**src/rtl/seq_alu_if.sv**
```systemverilog
// rtl/seq_alu_if.sv - start/done handshake, operand and result bundle for seq_alu
interface seq_alu_if #(
    parameter int DATA_WIDTH  = 32,
    parameter int SHAMT_WIDTH = 5
) ();
    logic                   start;
    logic [3:0]             ALUOperation;
    logic [DATA_WIDTH-1:0]  A;
    logic [DATA_WIDTH-1:0]  B;
    logic [SHAMT_WIDTH-1:0] shamt;
    logic                   busy;
    logic                   done;
    logic [DATA_WIDTH-1:0]  ALUResult;
    logic                   Zero;
    logic                   Error;

    modport master (
        output start, ALUOperation, A, B, shamt,
        input  busy, done, ALUResult, Zero, Error
    );

    modport slave (
        input  start, ALUOperation, A, B, shamt,
        output busy, done, ALUResult, Zero, Error
    );
endinterface

```
**src/rtl/seq_alu.sv**
```systemverilog
// rtl/seq_alu.sv - multi-cycle MIPS ALU with start/done handshake and iterative shifter
// Define SEQ_ALU_BARREL_SHIFT_EN to replace the iterative shifter with a single-cycle barrel shifter.
module seq_alu #(
    parameter int DATA_WIDTH  = 32,
    parameter int SHAMT_WIDTH = 5
) (
    input  logic      clk,
    input  logic      reset,
    seq_alu_if.slave  bus
);
    localparam logic [3:0] OP_AND = 4'b0000;
    localparam logic [3:0] OP_OR  = 4'b0001;
    localparam logic [3:0] OP_NOR = 4'b0010;
    localparam logic [3:0] OP_ADD = 4'b0011;
    localparam logic [3:0] OP_SLL = 4'b0110;
    localparam logic [3:0] OP_SRL = 4'b0111;

    typedef enum logic [1:0] {IDLE, EXEC, SHIFT} state_t;

    state_t                  state;
    state_t                  state_next;
    logic [3:0]              op_q;
    logic [DATA_WIDTH-1:0]   a_q;
    logic [DATA_WIDTH-1:0]   b_q;
    logic [DATA_WIDTH-1:0]   result_q;
    logic                    zero_q;
    logic                    error_q;
    logic                    done_q;
    logic [DATA_WIDTH-1:0]   exec_result;
    logic                    exec_error;
`ifdef SEQ_ALU_BARREL_SHIFT_EN
    logic [SHAMT_WIDTH-1:0]  shamt_q;
`else
    logic [SHAMT_WIDTH-1:0]  cnt_q;
    logic                    is_shift;

    assign is_shift = (bus.ALUOperation == OP_SLL) || (bus.ALUOperation == OP_SRL);
`endif

    assign bus.busy      = (state != IDLE);
    assign bus.done      = done_q;
    assign bus.ALUResult = result_q;
    assign bus.Zero      = zero_q;
    assign bus.Error     = error_q;

    always_ff @(posedge clk or posedge reset) begin
        if (reset) begin
            state <= IDLE;
        end else begin
            state <= state_next;
        end
    end

    always_comb begin
        state_next = state;
        case (state)
            IDLE: begin
                if (bus.start) begin
`ifdef SEQ_ALU_BARREL_SHIFT_EN
                    state_next = EXEC;
`else
                    state_next = is_shift ? SHIFT : EXEC;
`endif
                end
            end
            EXEC: state_next = IDLE;
`ifndef SEQ_ALU_BARREL_SHIFT_EN
            SHIFT: begin
                if (cnt_q == '0) begin
                    state_next = IDLE;
                end
            end
`endif
            default: state_next = IDLE;
        endcase
    end

    // In the iterative build shift codes never reach EXEC, so they fall into the invalid arm there.
    always_comb begin
        exec_result = '0;
        exec_error  = 1'b0;
        case (op_q)
            OP_AND: exec_result = a_q & b_q;
            OP_OR:  exec_result = a_q | b_q;
            OP_NOR: exec_result = ~(a_q | b_q);
            OP_ADD: exec_result = a_q + b_q;
`ifdef SEQ_ALU_BARREL_SHIFT_EN
            OP_SLL: exec_result = b_q << shamt_q;
            OP_SRL: exec_result = b_q >> shamt_q;
`endif
            default: exec_error = 1'b1;
        endcase
    end

    always_ff @(posedge clk or posedge reset) begin
        if (reset) begin
            op_q     <= '0;
            a_q      <= '0;
            b_q      <= '0;
            result_q <= '0;
            zero_q   <= 1'b1;
            error_q  <= 1'b0;
            done_q   <= 1'b0;
`ifdef SEQ_ALU_BARREL_SHIFT_EN
            shamt_q  <= '0;
`else
            cnt_q    <= '0;
`endif
        end else begin
            done_q <= 1'b0;
            case (state)
                IDLE: begin
                    if (bus.start) begin
                        op_q <= bus.ALUOperation;
                        a_q  <= bus.A;
                        b_q  <= bus.B;
`ifdef SEQ_ALU_BARREL_SHIFT_EN
                        shamt_q <= bus.shamt;
`else
                        cnt_q   <= bus.shamt;
`endif
                    end
                end
                EXEC: begin
                    result_q <= exec_result;
                    zero_q   <= (exec_result == '0);
                    error_q  <= exec_error;
                    done_q   <= 1'b1;
                end
`ifndef SEQ_ALU_BARREL_SHIFT_EN
                // b_q doubles as the shift register; op_q[0] selects right (SRL) vs left (SLL).
                SHIFT: begin
                    if (cnt_q == '0) begin
                        result_q <= b_q;
                        zero_q   <= (b_q == '0);
                        error_q  <= 1'b0;
                        done_q   <= 1'b1;
                    end else begin
                        b_q   <= op_q[0] ? (b_q >> 1) : (b_q << 1);
                        cnt_q <= cnt_q - 1'b1;
                    end
                end
`endif
                default: ;
            endcase
        end
    end
endmodule
```
**src/flat_wrapper.sv**
```systemverilog
// flat-port wrapper written by rule: the top's interface ports become plain ports
module seq_alu_flat 
#(
    parameter int DATA_WIDTH  = 32,
    parameter int SHAMT_WIDTH = 5
)
  (clk, reset, bus_start, bus_ALUOperation, bus_A, bus_B, bus_shamt, bus_busy, bus_done, bus_ALUResult, bus_Zero, bus_Error);
  seq_alu_if #(.DATA_WIDTH(DATA_WIDTH), .SHAMT_WIDTH(SHAMT_WIDTH)) bus_i ();
  input  logic clk;
  input  logic reset;
  input wire logic [$bits(bus_i.start)-1:0] bus_start;
  input wire logic [$bits(bus_i.ALUOperation)-1:0] bus_ALUOperation;
  input wire logic [$bits(bus_i.A)-1:0] bus_A;
  input wire logic [$bits(bus_i.B)-1:0] bus_B;
  input wire logic [$bits(bus_i.shamt)-1:0] bus_shamt;
  output wire logic [$bits(bus_i.busy)-1:0] bus_busy;
  output wire logic [$bits(bus_i.done)-1:0] bus_done;
  output wire logic [$bits(bus_i.ALUResult)-1:0] bus_ALUResult;
  output wire logic [$bits(bus_i.Zero)-1:0] bus_Zero;
  output wire logic [$bits(bus_i.Error)-1:0] bus_Error;
  assign bus_i.start = bus_start;
  assign bus_i.ALUOperation = bus_ALUOperation;
  assign bus_i.A = bus_A;
  assign bus_i.B = bus_B;
  assign bus_i.shamt = bus_shamt;
  assign bus_busy = bus_i.busy;
  assign bus_done = bus_i.done;
  assign bus_ALUResult = bus_i.ALUResult;
  assign bus_Zero = bus_i.Zero;
  assign bus_Error = bus_i.Error;
  seq_alu #(.DATA_WIDTH(DATA_WIDTH), .SHAMT_WIDTH(SHAMT_WIDTH)) u_core (.clk(clk), .reset(reset), .bus(bus_i));
endmodule
```
**config.mk**
```make
export PLATFORM = sky130hd
export DESIGN_NAME = seq_alu_flat
export DESIGN_NICKNAME = d
export VERILOG_FILES = /design/src/rtl/seq_alu_if.sv /design/src/rtl/seq_alu.sv /design/src/flat_wrapper.sv
export SDC_FILE = /design/constraint.sdc
export NUM_CORES = 1
export LEC_CHECK = 0
export ABC_AREA = 1
export CELL_PAD_IN_SITES_DETAIL_PLACEMENT = 1
export CELL_PAD_IN_SITES_GLOBAL_PLACEMENT = 1
export CORE_MARGIN = 2
export CORE_UTILIZATION = 43
export DETAILED_ROUTE_END_ITERATION = 16
export PLACE_DENSITY_LB_ADDON = 0.1
export SLEW_MARGIN = 20
export SYNTH_ARGS = -nofsm -noshare
export SYNTH_HDL_FRONTEND = slang
export SYNTH_SLANG_ARGS = --single-unit
export TNS_END_PERCENT = 20
```
**constraint.sdc**
```tcl
create_clock -name clk -period 10.1 [get_ports clk]
set_clock_uncertainty 0.2 [all_clocks]
set_input_delay 2.02 -clock clk [delete_from_list [all_inputs] [get_ports clk]]
set_output_delay 2.02 -clock clk [all_outputs]
set_load 0.1 [all_outputs]
```
After elaboration in Yosys (flattened, before gate mapping)

Cells that the tools add are included.

Input port bits: 76
Word-level logic and storage cells: 59
Output and inout bits: 36
Flip-flop bits (word level): 110

Muxes and demuxes: 21
Add/subtract/negate cells: 2
Reduce and logical (&&, ||, !) cells: 14
Bitwise logic cells: 3
Equal/unequal tests: 10

Operator list:

| operator                                          | number |
|---|---|
| two-way mux 32 bit                                | 4 |
| case mux 32 bit (2 select lines)                  | 2 |
| case mux 32 bit (4 select lines)                  | 1 |
| logical NOT 32 bit                                | 2 |
| adder 32 bit                                      | 1 |
| bitwise AND 32 bit                                | 1 |
| inverter 32 bit                                   | 1 |
| bitwise OR 32 bit                                 | 1 |
| two-way mux 5 bit                                 | 2 |
| case mux 5 bit (2 select lines)                   | 1 |
| == test 4 x 2 -> 1 bit (second input constant)    | 2 |
| == test 4 x 3 -> 1 bit (second input constant)    | 2 |
| two-way mux 2 bit                                 | 3 |
| case mux 1 bit (2 select lines)                   | 3 |
| AND reduction 2 bit                               | 3 |
| nonzero test 2 bit                                | 3 |
| logical NOT 5 bit                                 | 1 |
| subtractor 5 x 1 -> 5 bit (second input constant) | 1 |
| == test 4 x 1 -> 1 bit (second input constant)    | 1 |
| logical NOT 4 bit                                 | 1 |
| two-way mux 1 bit                                 | 4 |
| inequality test 2 bit (second input constant)     | 2 |
| case mux 2 bit (2 select lines)                   | 1 |
| OR reduction 4 bit                                | 1 |
| other kinds (6)                                   | 6 |

Depth between registers and ports, before layout

Word-level depth: 5
Mapped depth: 20
Mapped depth without buffers: 20

Least setup slack after synthesis

No wires, ideal clock.

Path type: register -> output
Start: register u_core.state[0]
End: output bus_busy
Buffers on the path: 0
Arrival time: 1.224 ns
Data required time: 7.880 ns
Stages on the path, launching flop included: 4
Slack: 6.656 ns
Cell sequence: dfrtp_1 > inv_1 > ha_1 > inv_1

Word-level cells in the longest chain between the ends: 1

Ends and longest elaborated chain:

| what                   | line               | source |
|---|---|---|
| from (decl)            | seq_alu.sv:20      | `state_t state;` |
| from (signal assigned) | seq_alu.sv:50      | `state <= state_next;` |
| nonzero test 2 bit     | seq_alu.sv:40      | `assign bus.busy = (state != IDLE);` |
| to (decl)              | flat_wrapper.sv:16 | `output wire logic [$bits(bus_i.busy)-1:0] bus_busy;` |

Every way passes these cells.

Worst setup path in the final report

Same ends and word-level chain as after synthesis.

==> qor.yml <==
synth-edff-count: 0
clk_path_buf_depth: 2
synthTopCellsByArea: "dfrtp_1 (30%), nand2_1 (16%), ha_1 (9.6%), inv_1 (8.5%), nor2_1 (6.4%)"
clock-sinks: 110
yosysSeqAreaShare_pct: 30.8
setup_viol: 0
grt_start_max_net_pins: 74
synth_ff_type: "dfrtp_1"
drt-initial-drc-count: 544
clock.fmax_mhz: 221
cts_hold_buf: 0
critPathKind: "reg -> out"
ant_nets: 0
yosysTopAreaCell: "dfrtp_1"
critPathRequiredTime_ns: 7.88
htreeDepth: 3
start_util_pct: 44.1
drive_gt1_share_pct: 3.68
whs_ns: 0.286
port_buffers: 111
syn_area_sq_um: 8950
yosysWarnings: 0
core_area_sq_um: 20300
dp_hpwl_mm: 24.7
syn_inst: 1383
grt_pass1_wl_mm: 52.8
grt_pass1_vias: 9746
ctsResizeCount: 0
synth.distinct_cells: 46
diodes: 0
maxCapViolCount: 0
cp-end-kind: "output pin"
insertion_delay_ns: 0.38
ys_async_sr_fraction_pct: 100
slew_headroom_pct: 30.6
cp_max_fo: 3
fillers: 2753
hp-class: "reg -> reg"
synth-seq-cells: 110
rows: 52
cts.clk_slew.worst_paths_ns: 0.10
finish.utilization_pct: 52.0
dr.pass1.iters: 5
multi_input_area_sq_um: 5160
area_growth_pct: 18.0
numCtsBuffers: 9
place_ws_ns: 5.93
finalHoldViolCount: 0
dieWidth_microns: 148
post-route-drc-count: 0
cp.arrival_ns: 2.31
layout.nets: 1608
antenna_found_initial: 1
die_h_microns: 148
grt_setup_unrepaired: "false"
finalWorstSetupSlack_ns: 5.57
ioPinCount: 112
cts_tree: "done"
post-route-period-util_pct: 44.9
routed_wl_mm: 33.4
syn_area_per_cell_sq_um: 6.47
clock_tree.root_cell: "clkbuf_16"
drv_slew: 0
track_usage_pct: 30.8
outcome: "complete, no violations"
crit_path_start_kind: "flip-flop"
regArea_sq_um: 2760
yosysTopAreaCellShare_pct: 30.5
cts_setup_buffers: 0
wire_per_inst_microns: 19.2
syn_nets: 1529
tightest_slew_ns: 1.04
vias_per_cell: 5.48
place_congestion: 0.915
grt-ovfl-total: 0
fin_setup_tns_ns: 0
die_area_sq_um: 22000
min_period_ns: 4.53
vias: 9511
==> sequential cells by signal, indices dropped and copies added (netlist names) <==
signal	flops
u_core.bus.done	1
u_core.state	2
u_core.bus.ALUResult	32
u_core.cnt_q	5
u_core.a_q	32
u_core.b_q	32
u_core.op_q	4
u_core.bus.Error	1
u_core.bus.Zero	1
==> cell usage after synthesis, types with 6 or more instances <==
cell type	n
a31oi_1	35
a21oi_1	109
clkbuf_1	39
nand3_1	62
nand3b_1	9
o22ai_1	14
nor3_1	11
nand2_1	389
dfrtp_1	109
a221oi_2	6
nand4_1	13
nor2_1	152
o21ai_1	6
ha_1	69
inv_2	9
o21ai_0	103
inv_1	203
==> worst paths after layout <==
kind	from	to	slack, ns	cells after the start
setup / recovery	u_core.state[0]$_DFFE_PP0P_	bus_busy	5.57	4
hold / removal	u_core.bus.ALUResult[12]$_DFFE_PP0P_	u_core.bus.ALUResult[12]$_DFFE_PP0P_	0.29	2
setup reg to reg	u_core.state[0]$_DFFE_PP0P_	u_core.bus.ALUResult[15]$_DFFE_PP0P_	6.20	13
hold reg to reg	u_core.bus.ALUResult[12]$_DFFE_PP0P_	u_core.bus.ALUResult[12]$_DFFE_PP0P_	0.29	2
max in group asynchronous	reset	u_core.op_q[0]$_DFFE_PP0P_	6.37	3
min in group asynchronous	reset	u_core.bus.done$_DFF_PP0_	1.89	2
==> area by class of cell <==
type | instances | area share (%)
Inverter | 214 | 7.66
Tap cell | 270 | 3.20
Timing Repair Buffer | 119 | 11.1
Multi-Input combinational cell | 1008 | 48.9
Sequential cell | 110 | 26.1
Clock inverter | 7 | 0.913
Clock buffer | 9 | 2.13
==> worst max-delay path, cell delays in order, from the launching register on <==
cell and delay (ns):
dfrtp_1 0.36, inv_1 0.08, ha_1 0.25, inv_1 0.10
clkdlybuf4s50_1 1.14
==> cell usage in the layout (no fill, tap or decap), drive strengths merged, types with 2 or more instances in the layout <==
cell type      synthesis  layout
nand2                391     391
nand3b                 9       9
o21ai                109     109
a31oi                 35      35
clkinv                 1       6
o22ai                 14      14
nand4                 13      13
inv                  213     215
dfrtp                109     109
xor2                   3       3
buf                   12       8
a21oi                110     110
clkdlybuf4s50          0     111
nor2                 156     156
nand3                 63      63
ha                    69      69
nor4                   2       2
or2                    2       2
clkbuf                39       9
nor3                  11      11
a221oi                10      10
==> cell families (layout without fill, tap and decap cells) <==
| family | Yosys count | in the layout | share of synthesized area (%) |
|---|---|---|---|
| xor gates and xnor gates | 3 | 3 | 0.294 |
| adders and majority gates | 70 | 70 | 9.87 |
| buffers and inverters | 265 | 349 | 11.6 |
| DFF | 110 | 110 | 30.8 |
| and+or+nand+nor | 650 | 650 | 29.6 |
| AOI/OAI and AO/OA | 283 | 283 | 17.6 |
| muxes | 2 | 2 | 0.238 |
==> per-layer routing <==
metal | GRT usage [%] | vias to the layer above | part of all wire [%]
li1 | - | 4584 | -
met1 | 43.2 | 4642 | 47
met2 | 50.3 | 238 | 46
met3 | 3.56 | 45 | 4.3
met4 | 8.86 | 2 | 2.4
met5 | 0 | - | 0.039
==> metrics by stage <==
stage	instances	instance area, sq um
2_1_floorplan	1383	8950
3_3_place_gp	1721	10200
3_5_place_dp	1721	10200
4_1_cts	1737	10600
5_1_grt	1737	10600
6_report	1737	10600
Power is not shown: default switching activity piles up to over one toggle a cycle in this logic, so the estimate is an artifact.
==> variant (config.mk and constraints unchanged) <==
`DATA_WIDTH` is set to 32 in 3 places; all go to 48.
--- a/src/rtl/seq_alu_if.sv
+++ b/src/rtl/seq_alu_if.sv
@@ -1,5 +1,5 @@
 // rtl/seq_alu_if.sv - start/done handshake, operand and result bundle for seq_alu
 interface seq_alu_if #(
-    parameter int DATA_WIDTH  = 32,
+    parameter int DATA_WIDTH  = 48,
     parameter int SHAMT_WIDTH = 5
 ) ();
--- a/src/rtl/seq_alu.sv
+++ b/src/rtl/seq_alu.sv
@@ -2,5 +2,5 @@
 // Define SEQ_ALU_BARREL_SHIFT_EN to replace the iterative shifter with a single-cycle barrel shifter.
 module seq_alu #(
-    parameter int DATA_WIDTH  = 32,
+    parameter int DATA_WIDTH  = 48,
     parameter int SHAMT_WIDTH = 5
 ) (
--- a/src/flat_wrapper.sv
+++ b/src/flat_wrapper.sv
@@ -2,5 +2,5 @@
 module seq_alu_flat 
 #(
-    parameter int DATA_WIDTH  = 32,
+    parameter int DATA_WIDTH  = 48,
     parameter int SHAMT_WIDTH = 5
 )
Interface: changed (resized bus_A, bus_ALUResult and bus_B); port bits go from 112 to 160. The function was not compared with the original's and may differ.
==> variant against the unedited design <==
- count of clock-buffer cells in the layout up 15
- wire length rose by 57%
- design area rose by 53%
- worst setup slack lost 0.35 ns
- area after synthesis rose by 53%
- synthesized cell count rose by 56%
- sequential cell count rose by 48
Power is left out: the tool's default activity adds up to more than one toggle a clock period on the data nets, which glitch-free logic cannot reach.
==> variant: results (changes against the unedited design) <==
WHS Endpoint: u_core.bus.ALUResult[20]
top cells by count, synth: 651 x nand2_1, 343 x inv_1, 189 x o21ai_0
clk cell area share: 3.76% (+0.71 points)
CTS Buf Count: 17 (+8)
global-route wire length before repair: 83.9 mm (+59%)
post-synthesis adder-cell area fraction: 9.35% (-0.52 points)
Post-DP Area: 15500 sq um (+52%)
Post-Synth XOR/XNOR Area: 0.0638% (-0.23 points)
DPL Wire Length: 39.7 mm (+61%)
# clock sinks: 158 (+44%)
met1 WL: 24.7 mm (+56%)
H-tree depth: 4 (+1)
top cells by area, synth: dfrtp_1 29%, nand2_1 18%, inv_1 9.4%
CP max stage delay: 0.97 ns (-0.17 ns)
syn nets: 2370 (+55%)
Layout Utilization: 51.2% (-0.81 points)
final WL: 52.6 mm (+57%)
Global Route met3 Usage: 3.33% (-0.23 points)
WL met3: 2.41 mm (+68%)
number of global-route vias before repair: 15391 (+58%)
multi-input logic area: 8060 sq um (+56%)
FF-to-FF path depth: 11 (-2)
pre-CTS setup slack: 5.11 ns (-0.818 ns)
drt initial violations: 832 (+53%)
met2 WL: 24.7 mm (+61%)
status: complete, no violations
[variant: cell count changes after synthesis, sizes merged, moves of 7 or more]
| cell | change |
|---|---|
| nand2 | +286 |
| inv | +136 |
| o21ai | +83 |
| nor2 | +50 |
| dfrtp | +48 |
| nand3 | +43 |
| ha | +32 |
| a21oi | +21 |
| clkbuf | +17 |
| a221oi | +16 |
| a31oi | +14 |
| buf | +14 |
| nand4 | +7 |
| nor4 | +7 |
[variant: how the worst max path moves through the flow]
stage,slack [ns],startpoint,end
global placement,5.30,bus_start,u_core.cnt_q[2]
CTS,5.14,u_core.state[0],u_core.bus.ALUResult[31]
floorplan,3.62,reset,u_core.a_q[0]
global route,4.77,u_core.state[0],u_core.bus.ALUResult[6]
finish,5.21,u_core.state[0],u_core.bus.ALUResult[8]
detailed placement,5.11,bus_start,u_core.cnt_q[2]
[variant: cells by family after synthesis]
group,Yosys count
and+or+nand+nor,1042
buffers and inverters,432
AOI/OAI and AO/OA,423
DFF,158
adders and majority gates,102
muxes,2
xor gates and xnor gates,1
